[src/rtl/btn_conditioner.sv]
// Multi-channel push-button conditioner: synchronizer, debounce counter, edge pulses.
// Optional per-channel press-toggle state is built only when BTN_TOGGLE_EN is defined.
module btn_conditioner #(
  parameter int FREQ        = 12000000,
  parameter int DEBOUNCE_MS = 10,
  parameter int WIDTH       = 2
) (
  input  logic             clk,
  input  logic             rst_n,
  input  logic [WIDTH-1:0] btn,
  output logic [WIDTH-1:0] level,
  output logic [WIDTH-1:0] press_pulse,
  output logic [WIDTH-1:0] release_pulse,
  output logic [WIDTH-1:0] toggle
);

  localparam int RAW_CYCLES = (FREQ / 1000) * DEBOUNCE_MS;
  localparam int DEB_CYCLES = (RAW_CYCLES < 1) ? 1 : RAW_CYCLES;
  localparam int CNT_W      = $clog2(DEB_CYCLES) + 1;
  localparam logic [CNT_W-1:0] CNT_MAX = CNT_W'(DEB_CYCLES - 1);

  for (genvar ch = 0; ch < WIDTH; ch++) begin : g_chan
    logic             sync_meta;
    logic             sync_stable;
    logic [CNT_W-1:0] count;
    logic             level_q;
    logic             press_q;
    logic             release_q;
    logic             expire;

    always_ff @(posedge clk or negedge rst_n) begin
      if (!rst_n) begin
        sync_meta   <= 1'b0;
        sync_stable <= 1'b0;
      end else begin
        sync_meta   <= btn[ch];
        sync_stable <= sync_meta;
      end
    end

    // Input has disagreed with the debounced level for the full window on this edge.
    assign expire = (sync_stable != level_q) && (count == CNT_MAX);

    always_ff @(posedge clk or negedge rst_n) begin
      if (!rst_n) begin
        count     <= '0;
        level_q   <= 1'b0;
        press_q   <= 1'b0;
        release_q <= 1'b0;
      end else begin
        press_q   <= expire & ~level_q;
        release_q <= expire &  level_q;
        if (sync_stable == level_q) begin
          count <= '0;
        end else if (expire) begin
          count   <= '0;
          level_q <= ~level_q;
        end else begin
          count <= count + CNT_W'(1);
        end
      end
    end

    assign level[ch]         = level_q;
    assign press_pulse[ch]   = press_q;
    assign release_pulse[ch] = release_q;

`ifdef BTN_TOGGLE_EN
    logic toggle_q;

    always_ff @(posedge clk or negedge rst_n) begin
      if (!rst_n) begin
        toggle_q <= 1'b0;
      end else if (expire && !level_q) begin
        toggle_q <= ~toggle_q;
      end
    end

    assign toggle[ch] = toggle_q;
`else
    assign toggle[ch] = 1'b0;
`endif
  end

endmodule

[config.mk]
export PLATFORM = sky130hd
export DESIGN_NAME = btn_conditioner
export DESIGN_NICKNAME = d
export VERILOG_FILES = /design/src/rtl/btn_conditioner.sv
export SDC_FILE = /design/constraint.sdc
export NUM_CORES = 1
export LEC_CHECK = 0
export ABC_AREA = 1
export BUFFER_PORTS_ARGS = -buffer_cell sky130_fd_sc_hd__buf_2
export CAP_MARGIN = 15
export CORE_MARGIN = 4
export CORE_UTILIZATION = 35
export CTS_BUF_LIST = sky130_fd_sc_hd__clkbuf_4 sky130_fd_sc_hd__clkbuf_8
export DETAILED_ROUTE_END_ITERATION = 16
export GPL_TIMING_DRIVEN = 0
export HOLD_SLACK_MARGIN = 0.15
export PLACE_DENSITY = 0.52
export SLEW_MARGIN = 20
export SYNTH_ARGS = -nofsm -noshare
export SYNTH_HDL_FRONTEND = slang
export SYNTH_SLANG_ARGS = --single-unit
[constraint.sdc]
create_clock -name clk -period 1.9 [get_ports clk]
set_input_delay 0.285 -clock clk [delete_from_list [all_inputs] [get_ports clk]]
set_output_delay 0.285 -clock clk [all_outputs]
set_load 0.01 [all_outputs]
# After elaboration in Yosys (flattened, before gate mapping)
# Index checks and enable logic that the tools add are counted.
[totals]
reg_bits = 46
output_inout_bits = 8
[op_classes]
n_addsub = 2
eq_ne = 6
mux = 4
bitwise_logic = 8
reduce_logical = 4
[op_table]
columns = ["cell", "n"]
rows = [
  ["$mux W18", 4],
  ["$add A18 B1 Y18 const B", 2],
  ["$eq A18 B17 Y1 const B", 2],
  ["$and A1 B1 Y1", 4],
  ["$not A1 Y1", 4],
  ["$reduce_and A2 Y1", 2],
  ["$eq A1 B1 Y1", 2],
  ["$logic_and A1 B1 Y1", 2],
  ["$ne A1 B1 Y1", 2],
]

# Longest topological paths before layout
# Gate-level depths: netlist (run 1).
[logic_depth]
ltp_word = 4
depth_mapped = 9
depth_no_buf = 9

# Least setup slack after synthesis (run 1)
# No wires, ideal clock.
[synth_path]
kind = "reg-to-reg"
startpoint = "register g_chan[0].count[0]"
endpoint = "register g_chan[0].level_q"
arrival_ns = 1.218
slack_ns = 0.561
stages_incl_launch_ff = 7
n_path_buf = 1
period_less_slack_ns = 1.339
path_cell_list = "dfrtp_1 -> ha_1 -> nand3_1 -> nor2_1 -> nand3_2 -> buf_6 -> xor2_2"
[synth_between]
elab_chain_cells = 3
[synth_lines]
columns = ["item", "line_no", "rtl"]
rows = [
  ["start: declaration", "25", "logic [CNT_W-1:0] count;"],
  ["start signal: assignment", "59", "count <= count + CNT_W'(1);"],
  ["$eq A18 B17 Y1", "42", "assign expire = (sync_stable != level_q) && (count == CNT_MAX);"],
  ["$logic_and A1 B1 Y1", "42", ""],
  ["$reduce_and A2 Y1 (no source line)", "n/a", ""],
  ["end signal: assignment", "57", "level_q <= ~level_q;"],
  ["end: declaration", "26", "logic level_q;"],
]
# No other way between the ends.
# A chain may end at the register's enable or synchronous reset.

# Worst setup path in the final report (run 1)
# Same ends and word-level chain as after synthesis.

==> results.tsv, run 1 <==
stage	metric	value	unit
power_and_ir_drop	leakagePower	1.29	nW
flow_run	max-cap-violations	0	
worst_setup_path	cp_top_family	simple AND/OR/NAND/NOR gates	
route	first_iter_violations	84	
layout	drive_above_1_share	16.3	%
worst_setup_path	required	2090	ps
hold_path	min_path_cells	0	
timing	slew-limit-headroom	61.8	%
worst_setup_path	crit_fanout	10	
synth	async_flop_share	100	%
clocking	numCtsBuffers	5	
global_route	grt_use_total	12.4	%
layout	synthToLayoutAreaGrowth	11.7	%
floorplanning	start_util	36.2	%
worst_setup_path	path_buf_inv	1	
worst_setup_path	crit_chain	ha_1 -> nand3_1 -> nor2_1 -> nand3_2 -> buf_6 -> xor2_2	
clocking	clock_sinks	46	
global_route	grt_pass1_vias	1900	
timing	timing.fmax	0.661	GHz
worst_setup_path	r2r_slack	390	ps
synth	synth-main-ff-cell	dfrtp_1	
timing	min_period	1510	ps
placed_design	post_dp_cell_area	2660	um2
worst_setup_path	cp-start-kind	flip-flop	
layout	diodes	0	
timing	finalMaxSlewViolations	0	
timing	finalClockSkew	10.1	ps
placed_design	port-buffer-count	9	
timing	finalSetupTns	0	ps
worst_setup_path	r2r_start	g_chan[0].count[0]	
layout	final_area	2780	um2
synth	synthDistinctLibCells	29	
worst_setup_path	end_kind	flip-flop	
timing	setup_viol	0	
route	drc	0	
power_and_ir_drop	ir_drop	0.000415	V
route	wl_per_cell	11.1	um
route	wl_met2	2320	um
power_and_ir_drop	p_per_area	611	nW/um2
placed_design	gp_congestion	0.877	
timing	fin_ws	387	ps
synth	synth_seq_cells	46	
hold_path	hold_path_class	reg -> reg	
timing	grt_setup_unrepaired	no	
worst_setup_path	critPathMaxStageDelay	420	ps
clocking	ctsLongestPathBuffers	2	
worst_setup_path	crit_slowest_cell	dfrtp_1	
global_route	grt_overflow	0	
layout	fillCellCount	708	
worst_setup_path	critPathKind	reg -> reg	
route	via_per_inst	4.43	
floorplanning	dieArea	8530	um2
route	met1_length	2140	um
floorplanning	fp-row-count	30	
synth	seq_area_frac_synth	46.2	%
worst_setup_path	cp.arrival	1710	ps
route	drtPass1Iterations	4	
route	ant_nets	0	
hold_path	hold_start	g_chan[0].sync_meta	
placed_design	placedCellCount	416	
route	route.met3.wl	143	um
floorplanning	core	6870	um2
synth	synth_edf_count	0	
timing	fin_crit_sh	79.6	%
worst_setup_path	timing.rr.end	g_chan[0].level_q	
clocking	cts_max_level	2	
timing	worstMarginPinSlew	573	ps
synth	ys_warn_count	0	
timing	finalHoldViolCount	0	
clocking	clock-root-buffer	clkbuf_8	
synth	netlist_area	2490	um2
route	drt_wl_total	4730	um
hold_path	min_to	g_chan[0].sync_stable	
layout	instances_no_fill	427	
clocking	clk_pin_slew_worst_paths	90	ps
placed_design	post-dp-hpwl	3470	um
layout	nets	336	
route	top_layer	met4	
power_and_ir_drop	p_total	1.70	mW
status	status	completed	
clocking	clock_latency	300	ps
route	vias	1891	
clocking	tritoncts	built	
synth	syn-instance-count	310	
global_route	grt_pass1_wl	8490	um
global_route	grt_max_degree	47	
placed_design	place_ws	385	ps
global_route	antenna_found_initial	0	
worst_setup_path	reg2regPathDepth	6	
synth	postSynthAreaPerCell	8.03	um2
floorplanning	die_h	92.3	um
floorplanning	boundaryPins	12	
floorplanning	die_x	92.3	um
## worst reg2reg max path, delay by kind of cell (launching register included)
kind	cells	cell delay (ps)
buf+inv	1	160
simple gates	3	490
fa+ha+maj	1	200
xor+xnor	1	140
flops	1	420
## per-layer routing
layer | up-vias | track usage [%]
li1 | 986 | -
met1 | 873 | 14.7
met2 | 21 | 21.8
met3 | 11 | 2.52
met4 | 0 | 5.32
met5 | - | 0
## per-stage QoR
step                utilization, %  hold slack, ps
floorplan                        -           -10.6
global placement              38.7             332
detailed placement            38.7             336
CTS                           40.3             198
global route                  40.5             366
finish                        40.5             354
## worst max path at each step
stage | start | cells past startpoint | slack (ps) | end
2_1_floorplan | g_chan[0].count[0] | 6 | 560 | g_chan[0].level_q
3_3_place_gp | g_chan[0].count[0] | 6 | 390 | g_chan[0].level_q
3_5_place_dp | g_chan[0].count[0] | 6 | 380 | g_chan[0].level_q
4_1_cts | g_chan[0].count[0] | 8 | 380 | g_chan[0].count[10]
5_1_grt | g_chan[0].count[0] | 8 | 210 | g_chan[0].count[10]
6_report | g_chan[0].count[0] | 6 | 390 | g_chan[0].level_q
## cell type report
type                    instances  area (um2)  share of cell area, %
clock inverters                 3        21.3                  0.765
clock buffers                   5        68.8                   2.47
plain buffers                  10        82.6                   2.97
inverters                      34         128                   4.59
flip-flops and latches         46        1150                   41.4
well taps                      96         120                   4.32
repair buffers                 12        77.6                   2.79
multi-input cells             221        1130                   40.7
## sequential cells by signal (all words and copies together), names as in the netlist
signal	cells
g_chan.count	36
g_chan.level_q	2
g_chan.sync_meta	2
g_chan.press_q	2
g_chan.release_q	2
g_chan.sync_stable	2
## cells by family (layout without fill, tap and decap cells)
kind of cell	Yosys count	count (layout)	synth area share (%)
simple gates	186	186	33.6
flops	46	46	46.2
buf+inv	44	64	8.44
xor+xnor	20	20	7.64
compound gates	11	11	2.96
fa+ha+maj	2	2	1.00
other cells	1	2	0.151
## what timing repair did
item	CTS	global route
setup buffers	0	0
hold endpoints to repair	2	46
resized for setup	0	0
hold buffers	2	1
## cells in the mapped netlist, types with 3 or more instances
| cell | number | share of area, % |
|---|---|---|
| inv_1 | 31 | 4.7 |
| buf_4 | 8 | 2.4 |
| inv_2 | 3 | 0.45 |
| a21oi_1 | 3 | 0.60 |
| xor2_1 | 16 | 5.6 |
| nand4_1 | 4 | 1.0 |
| nand3_2 | 3 | 1.2 |
| nand3_1 | 30 | 6.0 |
| nor2_1 | 68 | 10 |
| nand2_1 | 60 | 9.0 |
| dfrtp_1 | 46 | 46 |
| nand2_2 | 7 | 1.8 |
| o21bai_1 | 3 | 0.90 |
| nor2_2 | 5 | 1.3 |
## placed cells by master, fill, tap and decap left out, types with 2 or more instances in the layout
cell type      count
ha_1               2
xor2_1            16
o21bai_1           3
nand2_2            7
xor2_2             2
nand2_1           60
dlygate4sd3_1      3
nand4_1            4
conb_1             2
dfrtp_1           46
nand3_2            3
a21oi_1            3
clkbuf_8           5
xnor2_1            2
nor2_2             5
nor2_4             2
inv_2              3
buf_6              2
or2_2              2
o21a_1             2
inv_1             31
nand3_1           30
buf_2              8
nor2_1            68
nor3_1             2
buf_4              9
## where the power goes
part           switching (mW)  internal [mW]
Combinational          0.0525         0.0250
Clock                   0.357          0.259
Sequential             0.0125          0.993
Total                   0.422           1.28
(Power assumes the default switching activity.)
==> run 2, diff against run 1 <==
==> constraint.sdc (replaced) <==
create_clock -name clk -period 1.6 [get_ports clk]
set_input_delay 0.24 -clock clk [delete_from_list [all_inputs] [get_ports clk]]
set_output_delay 0.24 -clock clk [all_outputs]
set_load 0.01 [all_outputs]
==> results.tsv, run 2 (synthesis results as in run 1) <==
stage	metric	value	unit	change
timing	worstMarginPinSlew	572	ps	-1.31 ps
timing	slew-limit-headroom	61.9	%	+0.087 points
floorplanning	start_util	36.2	%	unchanged
timing	grt_setup_unrepaired	no		
layout	final-seq-area	1150	um2	unchanged
worst_setup_path	required	1800	ps	-290 ps
power_and_ir_drop	p_comb_share	4.6	%	about the same
power_and_ir_drop	p_total	2.02	mW	+19%
worst_setup_path	crit_chain	ha_1 -> nand3_2 -> nor2_4 -> nand3_2 -> buf_6 -> xor2_2		
worst_setup_path	cp_top_family	flip-flops		
global_route	gr-usage-met2	21.8	%	unchanged
layout	final_cell_mix	67 x nor2_1, 60 x nand2_1, 46 x dfrtp_1		
timing	finalMaxSlewViolations	0		unchanged
worst_setup_path	timing.rr.end	g_chan[1].level_q		
global_route	grtUsageMet1	14.7	%	unchanged
worst_setup_path	crit_slowest_cell	dfrtp_1		
floorplanning	die_x	92.3	um	unchanged
layout	nets	337		+0.30%
status	status	completed		
timing	finalHoldViolCount	0		unchanged
layout	drive_above_1_share	17.5	%	+1.2 points
flow_run	max-cap-violations	0		unchanged
route	ant_nets	0		unchanged
worst_setup_path	path_common_cell	nand3_2		
route	drt_wl_total	4770	um	+0.95%
worst_setup_path	end_kind	flip-flop		
floorplanning	boundaryPins	12		unchanged
placed_design	place_ws	84.9	ps	-300 ps
clocking	clock_latency	300	ps	about the same
power_and_ir_drop	clock_power_share	36.3	%	about the same
layout	largest_register_ffs	36		unchanged
clocking	cts_max_level	2		unchanged
worst_setup_path	critPathKind	reg -> reg		
global_route	grt_pass1_vias	1900		unchanged
layout	diodes	0		unchanged
hold_path	min_path_cells	0		unchanged
power_and_ir_drop	p_sw_share	24.9	%	+0.032 points
timing	fin_ws	147	ps	-240 ps
power_and_ir_drop	p_per_area	722	nW/um2	+18%
worst_setup_path	crit_fanout	10		unchanged
worst_setup_path	cp.arrival	1650	ps	-60 ps
floorplanning	core	6870	um2	unchanged
global_route	grt_max_degree	47		unchanged
floorplanning	die_h	92.3	um	unchanged
route	vias	1900		+0.48%
worst_setup_path	r2r_start	g_chan[1].count[0]		
worst_setup_path	cp-start-kind	flip-flop		
global_route	use_met3	2.52	%	unchanged
route	first_iter_violations	74		-12%
route	drtPass1Iterations	4		unchanged
hold_path	hold_start	g_chan[0].sync_meta		
worst_setup_path	path_buf_inv	1		unchanged
hold_path	hold_path_class	reg -> reg		
power_and_ir_drop	pwr-share-seq	59.2	%	about the same
layout	multiInputGateArea	1140	um2	+0.66%
layout	synthToLayoutAreaGrowth	12.3	%	
route	via_per_inst	4.44		+0.24%
layout	fillCellCount	707		-0.14%
power_and_ir_drop	leakagePower	1.29	nW	+0.23%
global_route	busiest_layer	met2		
placed_design	post-dp-hpwl	3470	um	unchanged
global_route	grt_use_total	12.4	%	unchanged
route	drc	0		unchanged
global_route	antenna_found_initial	0		unchanged
layout	layout.core_utilization	40.7	%	+0.22 points
timing	min_period	1450	ps	-60.4 ps
timing	finalSetupTns	0	ps	unchanged
clocking	tritoncts	built		
power_and_ir_drop	ir_drop	0.000509	V	+22%
clocking	ctsLongestPathBuffers	2		unchanged
timing	fin_crit_sh	90.8	%	+11 points
route	wl_per_cell	11.2	um	+0.72%
power_and_ir_drop	internal-power	1.52	mW	+19%
placed_design	port-buffer-count	9		unchanged
clocking	clock_sinks	46		unchanged
global_route	grt_overflow	0		unchanged
worst_setup_path	critPathMaxStageDelay	400	ps	-20 ps
layout	layout_commonest_cell	nor2_1		
worst_setup_path	r2r_slack	150	ps	-240 ps
placed_design	gp_congestion	0.877		unchanged
floorplanning	dieArea	8530	um2	unchanged
floorplanning	fp-row-count	30		unchanged
timing	timing.fmax	0.688	GHz	+4.2%
clocking	clk_pin_slew_worst_paths	100	ps	about the same
worst_setup_path	reg2regPathDepth	6		unchanged
timing	finalClockSkew	10.3	ps	+0.223 ps
power_and_ir_drop	power.switching	502	uW	+19%
clocking	clock-root-buffer	clkbuf_8		
hold_path	min_to	g_chan[0].sync_stable		
layout	regMostFlops	g_chan.count		
clocking	numCtsBuffers	5		unchanged
timing	setup_viol	0		unchanged
global_route	grt_pass1_wl	8490	um	unchanged
[run 2: power by group through the flow]
stage	Combinational [mW]	Clock (mW)	Sequential (mW)
6_report	0.0924	0.732	1.19
5_1_grt	0.108	0.804	1.20
4_1_cts	0.0936	0.753	1.19
3_5_place_dp	0.0892	0	1.22
3_3_place_gp	0.0898	0	1.22
2_1_floorplan	0.0495	0	1.21
[run 2: per-layer routing]
metal | vias to the layer above | part of all wire [%] | wire length (um)
li1 | 987 | - | -
met1 | 881 | 45 | 2140
met2 | 23 | 50 | 2380
met3 | 9 | 3.2 | 154
met4 | 0 | 2.1 | 98
met5 | - | 0 | 0
[run 2: repair_timing]
action | in CTS | in global routing
resized for setup | 0 | 3
setup buffers | 0 | 1
endpoints found under the setup margin | 0 | 10
hold buffers | 2 | 1
hold endpoints to repair | 2 | 46
[run 2: how the worst max path moves through the flow]
stage / startpoint / to / slack [ps] / cells after the start
finish: g_chan[1].count[0] / g_chan[1].level_q / 150 / 6
global route: g_chan[1].count[1] / g_chan[1].count[14] / 30 / 7
CTS: g_chan[0].count[0] / g_chan[0].count[10] / 80 / 8
detailed placement: g_chan[0].count[0] / g_chan[0].level_q / 80 / 6
global placement: g_chan[0].count[0] / g_chan[0].level_q / 90 / 6
floorplan: g_chan[0].count[0] / g_chan[0].level_q / 260 / 6
[run 2: cell type report]
| type | count | share of cell area [%] |
|---|---|---|
| Clock buffer | 5 | 2.46 |
| Clock inverter | 3 | 0.761 |
| Inverter | 34 | 4.56 |
| Multi-Input combinational cell | 221 | 40.8 |
| Timing Repair Buffer | 13 | 3.04 |
| Sequential cell | 46 | 41.2 |
| Buffer | 10 | 2.95 |
| Tap cell | 96 | 4.30 |
[run 2: through the flow]
stage / area, um2 / cells / hold WS, ps
after floorplan: 2490 / 311 / -55.6
after global placement: 2660 / 416 / 332
after detailed placement: 2660 / 416 / 336
after CTS: 2770 / 426 / 153
after global routing: 2800 / 428 / 366
final: 2800 / 428 / 354
[run 2: worst register-to-register path, cell delays in order, from the launching register on]
cell,delay (ps)
dfrtp_1,400
ha_1,260
nand3_2,140
nor2_4,160
nand3_2,110
buf_6,160
xor2_2,140
==> run 3, diff against run 2 <==
--- a/config.mk
+++ b/config.mk
@@ -8,7 +8,7 @@
 export ABC_AREA = 1
 export BUFFER_PORTS_ARGS = -buffer_cell sky130_fd_sc_hd__buf_2
 export CAP_MARGIN = 15
-export CORE_MARGIN = 4
+export CORE_MARGIN = 1
 export CORE_UTILIZATION = 35
 export CTS_BUF_LIST = sky130_fd_sc_hd__clkbuf_4 sky130_fd_sc_hd__clkbuf_8
 export DETAILED_ROUTE_END_ITERATION = 16
==> results.tsv, run 3 (synthesis results as in run 1) <==
stage	metric	value	unit	change
clocking	numCtsBuffers	5		unchanged
timing	min_period	1460	ps	+12.1 ps
floorplanning	core	6830	um2	-0.55%
route	via_per_inst	4.39		-1.2%
layout	final_cell_mix	67 x nor2_1, 60 x nand2_1, 46 x dfrtp_1		
worst_setup_path	crit_slowest_cell	dfrtp_1		
clocking	cts_max_level	2		unchanged
timing	grt_setup_unrepaired	no		
worst_setup_path	crit_fanout	10		unchanged
worst_setup_path	crit_chain	ha_1 -> nand3_2 -> nor2_2 -> nand3_2 -> buf_6 -> xor2_2		
floorplanning	die_h	86.3	um	-6.5%
layout	layout.core_utilization	41.2	%	+0.50 points
placed_design	gp_congestion	0.865		-1.4%
route	wl_per_cell	11.2	um	+0.15%
power_and_ir_drop	p_per_area	763	nW/um2	+5.7%
placed_design	post_dp_cell_area	2660	um2	unchanged
power_and_ir_drop	p_total	2.15	mW	+6.4%
clocking	tritoncts	built		
timing	finalClockSkew	6.32	ps	-3.96 ps
route	drc	0		unchanged
route	drt_wl_total	4780	um	+0.15%
route	first_iter_violations	80		+8.1%
timing	finalHoldViolCount	0		unchanged
hold_path	hold_path_class	reg -> reg		
timing	setup_viol	0		unchanged
floorplanning	die_x	86.3	um	-6.5%
route	vias	1877		-1.2%
placed_design	port-buffer-count	9		unchanged
layout	drive_above_1_share	17.5	%	unchanged
timing	worstMarginPinSlew	577	ps	+4.94 ps
layout	layout_commonest_cell	nor2_1		
power_and_ir_drop	ir_drop	0.000488	V	-4.1%
placed_design	post-dp-hpwl	3430	um	-1.1%
layout	instances_no_fill	428		unchanged
timing	finalSetupTns	0	ps	unchanged
worst_setup_path	r2r_slack	140	ps	about the same
status	status	completed		
clocking	clock_latency	300	ps	about the same
worst_setup_path	required	1790	ps	about the same
placed_design	placedCellCount	416		unchanged
global_route	grt_max_degree	47		unchanged
layout	synthToLayoutAreaGrowth	13.1	%	
power_and_ir_drop	leakagePower	1.30	nW	+1.1%
clocking	ctsLongestPathBuffers	2		unchanged
timing	hold_ws	352	ps	-2.13 ps
floorplanning	fp-row-count	30		unchanged
flow_run	max-cap-violations	0		unchanged
layout	largest_register_ffs	36		unchanged
layout	regMostFlops	g_chan.count		
worst_setup_path	cp-start-kind	flip-flop		
floorplanning	dieArea	7460	um2	-13%
global_route	antenna_found_initial	0		unchanged
timing	fin_crit_sh	91.5	%	+0.76 points
global_route	grt_pass1_vias	1917		+0.89%
floorplanning	boundaryPins	12		unchanged
floorplanning	start_util	36.4	%	+0.20 points
timing	timing.fmax	0.683	GHz	-0.83%
worst_setup_path	critPathMaxStageDelay	410	ps	about the same
clocking	clock-root-buffer	clkbuf_8		
worst_setup_path	critPathKind	reg -> reg		
layout	final_area	2820	um2	+0.67%
global_route	grt_pass1_wl	8490	um	about the same
layout	diodes	0		unchanged
route	ant_nets	0		unchanged
worst_setup_path	end_kind	flip-flop		
global_route	grt_overflow	0		unchanged
worst_setup_path	cp.arrival	1650	ps	about the same
timing	finalMaxSlewViolations	0		unchanged
route	drtPass1Iterations	4		unchanged
layout	nets	337		unchanged
timing	slew-limit-headroom	61.5	%	-0.33 points
timing	fin_ws	135	ps	-12.1 ps
global_route	grt_use_total	14.6	%	+2.2 points
placed_design	place_ws	74.8	ps	-10.1 ps
clocking	clk_pin_slew_worst_paths	80	ps	-20 ps
worst_setup_path	path_common_cell	nand3_2		
clocking	clock_sinks	46		unchanged
-- run 3: cell count changes in the layout (fill, tap and decap cells not counted), sizes merged --
cell / previous run / this run
clkinvlp: 1 / 0
bufinv: 0 / 1
-- run 3: final cells by class --
cell class	instances	area, um2
repair buffers	13	85.1
clock buffers	5	68.8
clock inverters	3	40.0
multi-input cells	221	1140
inverters	34	128
well taps	96	120
flip-flops and latches	46	1150
plain buffers	10	82.6
fillers	731	4020
-- run 3: layer usage --
| layer | part of all wire (%) | global-route usage, % |
|---|---|---|
| met5 | 0 | 0 |
| met4 | 0.98 | 4.09 |
| met3 | 2.9 | 2.86 |
| met2 | 50 | 26.5 |
| met1 | 46 | 17.6 |
-- run 3: report_power, final --
| part | total, mW | internal, mW | switching, mW |
|---|---|---|---|
| Combinational | 0.0926 | 0.0297 | 0.0629 |
| Sequential | 1.19 | 1.18 | 0.0154 |
| Clock | 0.862 | 0.460 | 0.401 |
| Total | 2.15 | 1.67 | 0.479 |
-- run 3: final timing paths --
check / start / to / depth (start not counted)
setup / recovery: g_chan[0].count[0] / g_chan[0].level_q / 6
hold / removal: g_chan[1].sync_meta / g_chan[1].sync_stable / 0
setup reg to reg: g_chan[0].count[0] / g_chan[0].level_q / 6
hold reg to reg: g_chan[1].sync_meta / g_chan[1].sync_stable / 0
max in group asynchronous: rst_n / g_chan[0].sync_meta / 2
min in group asynchronous: rst_n / g_chan[1].count[14] / 2
-- run 3: timing repair --
item / CTS / global route
hold buffers: 2 / 1
endpoints found under the hold margin: 2 / 46
buffers inserted: 0 / 1
setup endpoints to repair: 0 / 14
resized for setup: 0 / 3
-- run 3: critical path, delay by kind of cell, from the launching register on --
family | cells | cell delay [ps]
adder cells (fa/ha/maj) | 1 | 230
AND/OR/NAND/NOR | 3 | 420
XOR/XNOR | 1 | 140
flip-flops | 1 | 410
buffers and inverters | 1 | 160
